## src/rtl/hazard_ctrl_if.sv

```systemverilog
// Decode/execute/memory status into the hazard controller and per-stage stall/flush back out.
// master = pipeline side, slave = hazard_ctrl.
interface hazard_ctrl_if #(parameter int REG_W = 9);
  logic [REG_W-1:0] dec_rs1_in;
  logic             dec_rs1_read_in;
  logic [REG_W-1:0] dec_rs2_in;
  logic             dec_rs2_read_in;
  logic             dec_fence_in;
  logic             ex_valid_in;
  logic             ex_mem_read_in;
  logic [REG_W-1:0] ex_rd_in;
  logic             ex_rd_write_in;
  logic             ex_mispredict_in;
  logic             icache_busy_in;
  logic             mem_busy_in;
  logic             store_buf_empty_in;
  logic             fetch_stall_out;
  logic             fetch_flush_out;
  logic             decode_stall_out;
  logic             decode_flush_out;
  logic             execute_stall_out;
  logic             mem_stall_out;

  modport master (
    output dec_rs1_in, dec_rs1_read_in, dec_rs2_in, dec_rs2_read_in, dec_fence_in,
           ex_valid_in, ex_mem_read_in, ex_rd_in, ex_rd_write_in, ex_mispredict_in,
           icache_busy_in, mem_busy_in, store_buf_empty_in,
    input  fetch_stall_out, fetch_flush_out, decode_stall_out, decode_flush_out,
           execute_stall_out, mem_stall_out
  );

  modport slave (
    input  dec_rs1_in, dec_rs1_read_in, dec_rs2_in, dec_rs2_read_in, dec_fence_in,
           ex_valid_in, ex_mem_read_in, ex_rd_in, ex_rd_write_in, ex_mispredict_in,
           icache_busy_in, mem_busy_in, store_buf_empty_in,
    output fetch_stall_out, fetch_flush_out, decode_stall_out, decode_flush_out,
           execute_stall_out, mem_stall_out
  );
endinterface

```

## src/rtl/hazard_ctrl.sv

```systemverilog
// Pipeline hazard sequencer: load-use bubbles, mispredict flushes, memory freeze, FENCE drain.
// Optional perf counters (stall_cycles_out, flush_count_out) when HAZARD_PERF_EN is defined.
//
// state      | meaning
// RUN        | normal issue, hazards checked every cycle
// FENCE_WAIT | fence held in decode until store buffer has been empty FENCE_SETTLE cycles
// FENCE_GO   | fence released into execute (held while a load-use hazard exists)
module hazard_ctrl #(
  parameter int REG_W        = 9,
  parameter int FENCE_SETTLE = 2,
  parameter int PERF_W       = 32
) (
  input  logic                clk,
  input  logic                reset,
  hazard_ctrl_if.slave        hz
`ifdef HAZARD_PERF_EN
  ,
  output logic [PERF_W-1:0]   stall_cycles_out,
  output logic [PERF_W-1:0]   flush_count_out
`endif
);

  typedef enum logic [1:0] {
    RUN        = 2'd0,
    FENCE_WAIT = 2'd1,
    FENCE_GO   = 2'd2
  } state_t;

  localparam logic [3:0] SETTLE = 4'(FENCE_SETTLE);

  state_t     state, state_nxt;
  logic [3:0] settle_cnt, settle_nxt;
  logic       load_use;
  logic       mp_flush;
  logic       f_stall, f_flush, d_stall, d_flush, e_stall, m_stall;

  assign load_use = hz.ex_valid_in && hz.ex_mem_read_in && hz.ex_rd_write_in &&
                    (hz.ex_rd_in != '0) &&
                    ((hz.dec_rs1_read_in && (hz.dec_rs1_in == hz.ex_rd_in)) ||
                     (hz.dec_rs2_read_in && (hz.dec_rs2_in == hz.ex_rd_in)));

  always_comb begin
    f_stall    = 1'b0;
    f_flush    = 1'b0;
    d_stall    = 1'b0;
    d_flush    = 1'b0;
    e_stall    = 1'b0;
    m_stall    = 1'b0;
    mp_flush   = 1'b0;
    state_nxt  = state;
    settle_nxt = settle_cnt;
    if (reset) begin
      f_flush = 1'b1;
      d_flush = 1'b1;
    end else if (hz.mem_busy_in) begin
      // Execute keeps the branch, so a pending mispredict re-presents once memory frees up.
      f_stall = 1'b1;
      d_stall = 1'b1;
      e_stall = 1'b1;
      m_stall = 1'b1;
    end else if (hz.ex_mispredict_in) begin
      f_flush    = 1'b1;
      d_flush    = 1'b1;
      mp_flush   = 1'b1;
      state_nxt  = RUN;
      settle_nxt = '0;
    end else begin
      case (state)
        FENCE_WAIT: begin
          f_stall = 1'b1;
          d_flush = 1'b1;
          if (settle_cnt == SETTLE) begin
            state_nxt  = FENCE_GO;
            settle_nxt = '0;
          end else if (hz.store_buf_empty_in) begin
            settle_nxt = settle_cnt + 4'd1;
          end else begin
            settle_nxt = '0;
          end
        end
        FENCE_GO: begin
          if (load_use) begin
            f_stall = 1'b1;
            d_flush = 1'b1;
          end else begin
            state_nxt = RUN;
          end
        end
        RUN: begin
          if (hz.dec_fence_in && !hz.icache_busy_in) begin
            f_stall    = 1'b1;
            d_flush    = 1'b1;
            state_nxt  = FENCE_WAIT;
            settle_nxt = '0;
          end else if (load_use) begin
            f_stall = 1'b1;
            d_flush = 1'b1;
          end else if (hz.icache_busy_in) begin
            d_flush = 1'b1;
          end
        end
        default: begin
          state_nxt  = RUN;
          settle_nxt = '0;
        end
      endcase
    end
  end

  assign hz.fetch_stall_out   = f_stall;
  assign hz.fetch_flush_out   = f_flush;
  assign hz.decode_stall_out  = d_stall;
  assign hz.decode_flush_out  = d_flush;
  assign hz.execute_stall_out = e_stall;
  assign hz.mem_stall_out     = m_stall;

  always_ff @(posedge clk) begin
    if (reset) begin
      state      <= RUN;
      settle_cnt <= '0;
    end else begin
      state      <= state_nxt;
      settle_cnt <= settle_nxt;
    end
  end

`ifdef HAZARD_PERF_EN
  always_ff @(posedge clk) begin
    if (reset) begin
      stall_cycles_out <= '0;
      flush_count_out  <= '0;
    end else begin
      if (f_stall)  stall_cycles_out <= stall_cycles_out + PERF_W'(1);
      if (mp_flush) flush_count_out  <= flush_count_out + PERF_W'(1);
    end
  end
`endif

endmodule

```

## src/flat_wrapper.sv

```systemverilog
// flat-port wrapper written by rule: the top's interface ports become plain ports
module hazard_ctrl_flat 
#(
  parameter int REG_W        = 9,
  parameter int FENCE_SETTLE = 2,
  parameter int PERF_W       = 32
)
  (clk, reset, hz_dec_rs1_in, hz_dec_rs1_read_in, hz_dec_rs2_in, hz_dec_rs2_read_in, hz_dec_fence_in, hz_ex_valid_in, hz_ex_mem_read_in, hz_ex_rd_in, hz_ex_rd_write_in, hz_ex_mispredict_in, hz_icache_busy_in, hz_mem_busy_in, hz_store_buf_empty_in, hz_fetch_stall_out, hz_fetch_flush_out, hz_decode_stall_out, hz_decode_flush_out, hz_execute_stall_out, hz_mem_stall_out);
  hazard_ctrl_if #(.REG_W(REG_W)) hz_i ();
  input  logic clk;
  input  logic reset;
  input wire logic [$bits(hz_i.dec_rs1_in)-1:0] hz_dec_rs1_in;
  input wire logic [$bits(hz_i.dec_rs1_read_in)-1:0] hz_dec_rs1_read_in;
  input wire logic [$bits(hz_i.dec_rs2_in)-1:0] hz_dec_rs2_in;
  input wire logic [$bits(hz_i.dec_rs2_read_in)-1:0] hz_dec_rs2_read_in;
  input wire logic [$bits(hz_i.dec_fence_in)-1:0] hz_dec_fence_in;
  input wire logic [$bits(hz_i.ex_valid_in)-1:0] hz_ex_valid_in;
  input wire logic [$bits(hz_i.ex_mem_read_in)-1:0] hz_ex_mem_read_in;
  input wire logic [$bits(hz_i.ex_rd_in)-1:0] hz_ex_rd_in;
  input wire logic [$bits(hz_i.ex_rd_write_in)-1:0] hz_ex_rd_write_in;
  input wire logic [$bits(hz_i.ex_mispredict_in)-1:0] hz_ex_mispredict_in;
  input wire logic [$bits(hz_i.icache_busy_in)-1:0] hz_icache_busy_in;
  input wire logic [$bits(hz_i.mem_busy_in)-1:0] hz_mem_busy_in;
  input wire logic [$bits(hz_i.store_buf_empty_in)-1:0] hz_store_buf_empty_in;
  output wire logic [$bits(hz_i.fetch_stall_out)-1:0] hz_fetch_stall_out;
  output wire logic [$bits(hz_i.fetch_flush_out)-1:0] hz_fetch_flush_out;
  output wire logic [$bits(hz_i.decode_stall_out)-1:0] hz_decode_stall_out;
  output wire logic [$bits(hz_i.decode_flush_out)-1:0] hz_decode_flush_out;
  output wire logic [$bits(hz_i.execute_stall_out)-1:0] hz_execute_stall_out;
  output wire logic [$bits(hz_i.mem_stall_out)-1:0] hz_mem_stall_out;
  assign hz_i.dec_rs1_in = hz_dec_rs1_in;
  assign hz_i.dec_rs1_read_in = hz_dec_rs1_read_in;
  assign hz_i.dec_rs2_in = hz_dec_rs2_in;
  assign hz_i.dec_rs2_read_in = hz_dec_rs2_read_in;
  assign hz_i.dec_fence_in = hz_dec_fence_in;
  assign hz_i.ex_valid_in = hz_ex_valid_in;
  assign hz_i.ex_mem_read_in = hz_ex_mem_read_in;
  assign hz_i.ex_rd_in = hz_ex_rd_in;
  assign hz_i.ex_rd_write_in = hz_ex_rd_write_in;
  assign hz_i.ex_mispredict_in = hz_ex_mispredict_in;
  assign hz_i.icache_busy_in = hz_icache_busy_in;
  assign hz_i.mem_busy_in = hz_mem_busy_in;
  assign hz_i.store_buf_empty_in = hz_store_buf_empty_in;
  assign hz_fetch_stall_out = hz_i.fetch_stall_out;
  assign hz_fetch_flush_out = hz_i.fetch_flush_out;
  assign hz_decode_stall_out = hz_i.decode_stall_out;
  assign hz_decode_flush_out = hz_i.decode_flush_out;
  assign hz_execute_stall_out = hz_i.execute_stall_out;
  assign hz_mem_stall_out = hz_i.mem_stall_out;
  hazard_ctrl #(.REG_W(REG_W), .FENCE_SETTLE(FENCE_SETTLE), .PERF_W(PERF_W)) u_core (.clk(clk), .reset(reset), .hz(hz_i));
endmodule
```

## config.mk

```make
export PLATFORM = sky130hd
export DESIGN_NAME = hazard_ctrl_flat
export DESIGN_NICKNAME = d
export VERILOG_FILES = /design/src/rtl/hazard_ctrl_if.sv /design/src/rtl/hazard_ctrl.sv /design/src/flat_wrapper.sv
export SDC_FILE = /design/constraint.sdc
export NUM_CORES = 1
export LEC_CHECK = 0
export ABC_CLOCK_PERIOD_IN_PS = 1500
export BUFFER_PORTS_ARGS = -buffer_cell sky130_fd_sc_hd__buf_2
export CORE_ASPECT_RATIO = 0.75
export CORE_MARGIN = 2
export CORE_UTILIZATION = 35
export DETAILED_ROUTE_END_ITERATION = 10
export PLACE_DENSITY = 0.74
export SLEW_MARGIN = 40
export SYNTH_ARGS = -nofsm -noshare
export SYNTH_HDL_FRONTEND = slang
export SYNTH_SLANG_ARGS = --single-unit
```

## constraint.sdc

```tcl
create_clock -name clk -period 1.5 [get_ports clk]
set_input_delay 0.3 -clock clk [delete_from_list [all_inputs] [get_ports clk]]
set_output_delay 0.3 -clock clk [all_outputs]
set_load 0.005 [all_outputs]
```

==> flow_metrics.tcl <==
set metrics [dict create \
    die_x_um 52.5 \
    final_nets 173 \
    busiest_layer "met2" \
    route.vias.total 760 \
    portBuffers 44 \
    grt_max_degree 7 \
    routedWlPerCell_um 13.0 \
    hold_buffers 0 \
    routed_via_density 5.00 \
    ys_seq_area_frac 0.194 \
    slew_headroom 0.792 \
    p_per_area_mw_per_mm2 525 \
    synth_cell_types 25 \
    design_power_total_w 0.000529 \
    critPathRequiredTime_ns 1.20 \
    r2r_end "u_core.settle_cnt[1]" \
    drt.antenna.violating_nets 0 \
    rsz0062_at_grt "yes" \
    hold_ws_ns 0.313 \
    endpoint "hz_fetch_stall_out" \
    ys_ff_latch 6 \
    rr_startpoint "u_core.state[0]" \
    place_area_um2 896 \
    synth_area_leaders "xor2_1, dfxtp_1, nor4_1" \
    synth_cells 77 \
    cts_buffers 3 \
    antennaDiodeCount 0 \
    violations "setup timing" \
    grt_pass1_vias 708 \
    routed_wirelength_mm 1.98 \
    finalCriticalPeriod_ns 1.92 \
    status "finished, violations left" \
    die-area_mm2 0.00212 \
    clock_skew_ns 0.00921 \
    clk_pin_slew_ns 0.04 \
    cp_max_fo 3 \
    core-area_mm2 0.00169 \
    cellLeakagePower_nw 0.465 \
    max_clock_freq_mhz 520 \
    clockRootBuffer "clkbuf_4" \
    drive_above_1_share 0.485 \
    yosys.area.top_type "xor2_1" \
    fin_area_mm2 0.00101 \
    overflow 0 \
    synth_xor_area_frac 0.298 \
    drc_errors 0 \
    synth_compound_area_frac 0.166 \
    synth_simple_gate_area_frac 0.265 \
    synth_top_family_by_area "XOR/XNOR gates" \
    grt_use_met1 0.203 \
    grt_pass1_wl_mm 2.88 \
    io-pin-count 45 \
    nFillCells 163 \
    crit_start "hz_ex_rd_in[8]" \
    cp-start-kind "input port" \
    yosys.area_share.adder 0.0405 \
    tightest_slew_ns 0.309 \
    gr-usage-all-layers 0.192 \
    place_hpwl_mm 1.51 \
    max_cap_violations 0 \
    insertion_delay_ns 0.25 \
    synth_area_um2 618 \
    crit_path_end_kind "output pin" \
    finalSetupViolCount 3 \
    irDropWorstVdd_v 0.000412 \
    r2r_slack_ns 0.05 \
    cts.sinks 6 \
    yosys_warnings 0 \
    critPathArrivalTime_ns 1.62 \
    use_met3 0.0634 \
    gp_congestion 0.858 \
    use_met2 0.381 \
    syn_avg_cell_area_um2 8.03 \
    hold_violations 0 \
    rows 13 \
    syn_nets 118 \
    reg2regPathDepth 5 \
    first_pass_iters 4 \
    tritoncts "yes" \
    post-route-period-util 1.28 \
    min_path_type "input port to flip-flop" \
    fin_ws_ns -0.423 \
    drt_iter0_drc 16 \
    setup_tns_ns -0.833 \
    synth.mux.area_fraction 0 \
    cts_buffer_depth 2 \
    dp.cells 147 \
    stdcell_count 152 \
    htree_levels 1 \
    start_util 0.365 \
    antenna_found_initial 0 \
    crit_type "input port to output pin" \
    synth_top_cell_area_share 0.255 \
    syn2layout_area_growth_pct 63.2 \
    slew_violations 0 \
    die_y_um 40.4 \
]
placed cells by master (no fill, tap or decap):
master / instances
o21bai_1: 1
buf_2: 40
a31oi_1: 1
nor4_2: 1
a21oi_1: 2
nor3b_1: 1
or3b_4: 1
or3b_1: 1
nand4b_1: 1
buf_8: 1
nor2b_1: 1
o21ai_0: 1
nand2_1: 5
a21oi_4: 1
inv_1: 2
a211o_1: 1
o21a_1: 2
clkbuf_4: 3
ha_1: 2
nor4_1: 5
buf_4: 9
xor2_1: 17
a211oi_2: 1
nand4_1: 3
buf_6: 2
nor2_1: 10
dfxtp_1: 5
nor4_4: 1
a21o_1: 2
nor3_1: 1
dfxtp_2: 1
xnor2_1: 3
o22ai_2: 1
xor2_4: 1
per-stage QoR:
stage	utilization	setup WS, ns
3_5_place_dp	0.530	-0.504
2_1_floorplan	-	-0.0898
5_1_grt	0.596	-0.537
6_report	0.596	-0.423
4_1_cts	0.558	-0.406
3_3_place_gp	0.530	-0.421
worst min-delay path by stage:
| stage | startpoint | cells after the start | to |
|---|---|---|---|
| after CTS | reset | 2 | u_core.state[0] |
| after global placement | u_core.settle_cnt[3] | 2 | u_core.settle_cnt[3] |
| after global routing | reset | 2 | u_core.state[0] |
| after floorplan | reset | 1 | u_core.state[0] |
| after detailed placement | u_core.settle_cnt[3] | 2 | u_core.settle_cnt[3] |
| final | reset | 2 | u_core.state[0] |
report_power, final:
group / switching (W) / internal, W / leakage, nW
combinational: 0.0000987 / 0.000107 / 0.402
clock: 0.0000626 / 0.0000908 / 0.0138
sequential: 0.00000559 / 0.000165 / 0.0491
area by class of cell:
| cell class | instances | area, um^2 | share of cell area |
|---|---|---|---|
| clock buffers | 3 | 22.5 | 0.0223 |
| repair buffers | 52 | 305 | 0.303 |
| inverters | 2 | 7.51 | 0.00744 |
| multi-input cells | 67 | 524 | 0.520 |
| well taps | 22 | 27.5 | 0.0273 |
| flip-flops and latches | 6 | 121 | 0.120 |
state kept, by name, summed over array words and instances, names as in the netlist:
register and cells:
u_core.state 2, u_core.settle_cnt 4
cell usage after synthesis (all sizes together):
master  number
o22ai        1
o21a         2
ha           2
a211oi       1
inv          2
nor2b        1
o21bai       1
nor3b        1
a211o        1
nor2        10
nor3         1
nand4        3
buf          2
nor4         7
dfxtp        6
nand2        5
nand4b       1
a21o         2
o21ai        1
a31oi        1
xor2        18
a21oi        3
or3b         2
xnor2        3
worst max-delay path, cell delays in order:
cell	delay [ns]
buf_2	0.13
xor2_1	0.15
nor4_1	0.34
nand4_1	0.14
a211o_1	0.31
a31oi_1	0.13
buf_2	0.13
what timing repair did:
action,4_1_cts,5_1_grt
setup buffers,1,1
endpoints found under the setup margin,2,4
pin swaps,1,8
gates resized for setup,5,11
cells by family after synthesis:
family                   after synthesis
buffers and inverters                  4
XOR/XNOR                              21
AO/OA/AOI/OAI                         13
flip-flops                             6
adder cells (fa/ha/maj)                2
AND/OR/NAND/NOR                       31
per-layer routing:
| layer | wire, um | up-vias |
|---|---|---|
| met2 | 1060 | 26 |
| met4 | 31 | 0 |
| li1 | - | 379 |
| met5 | 0 | - |
| met3 | 109 | 6 |
| met1 | 778 | 349 |
Power figures use the tool's default switching activity.
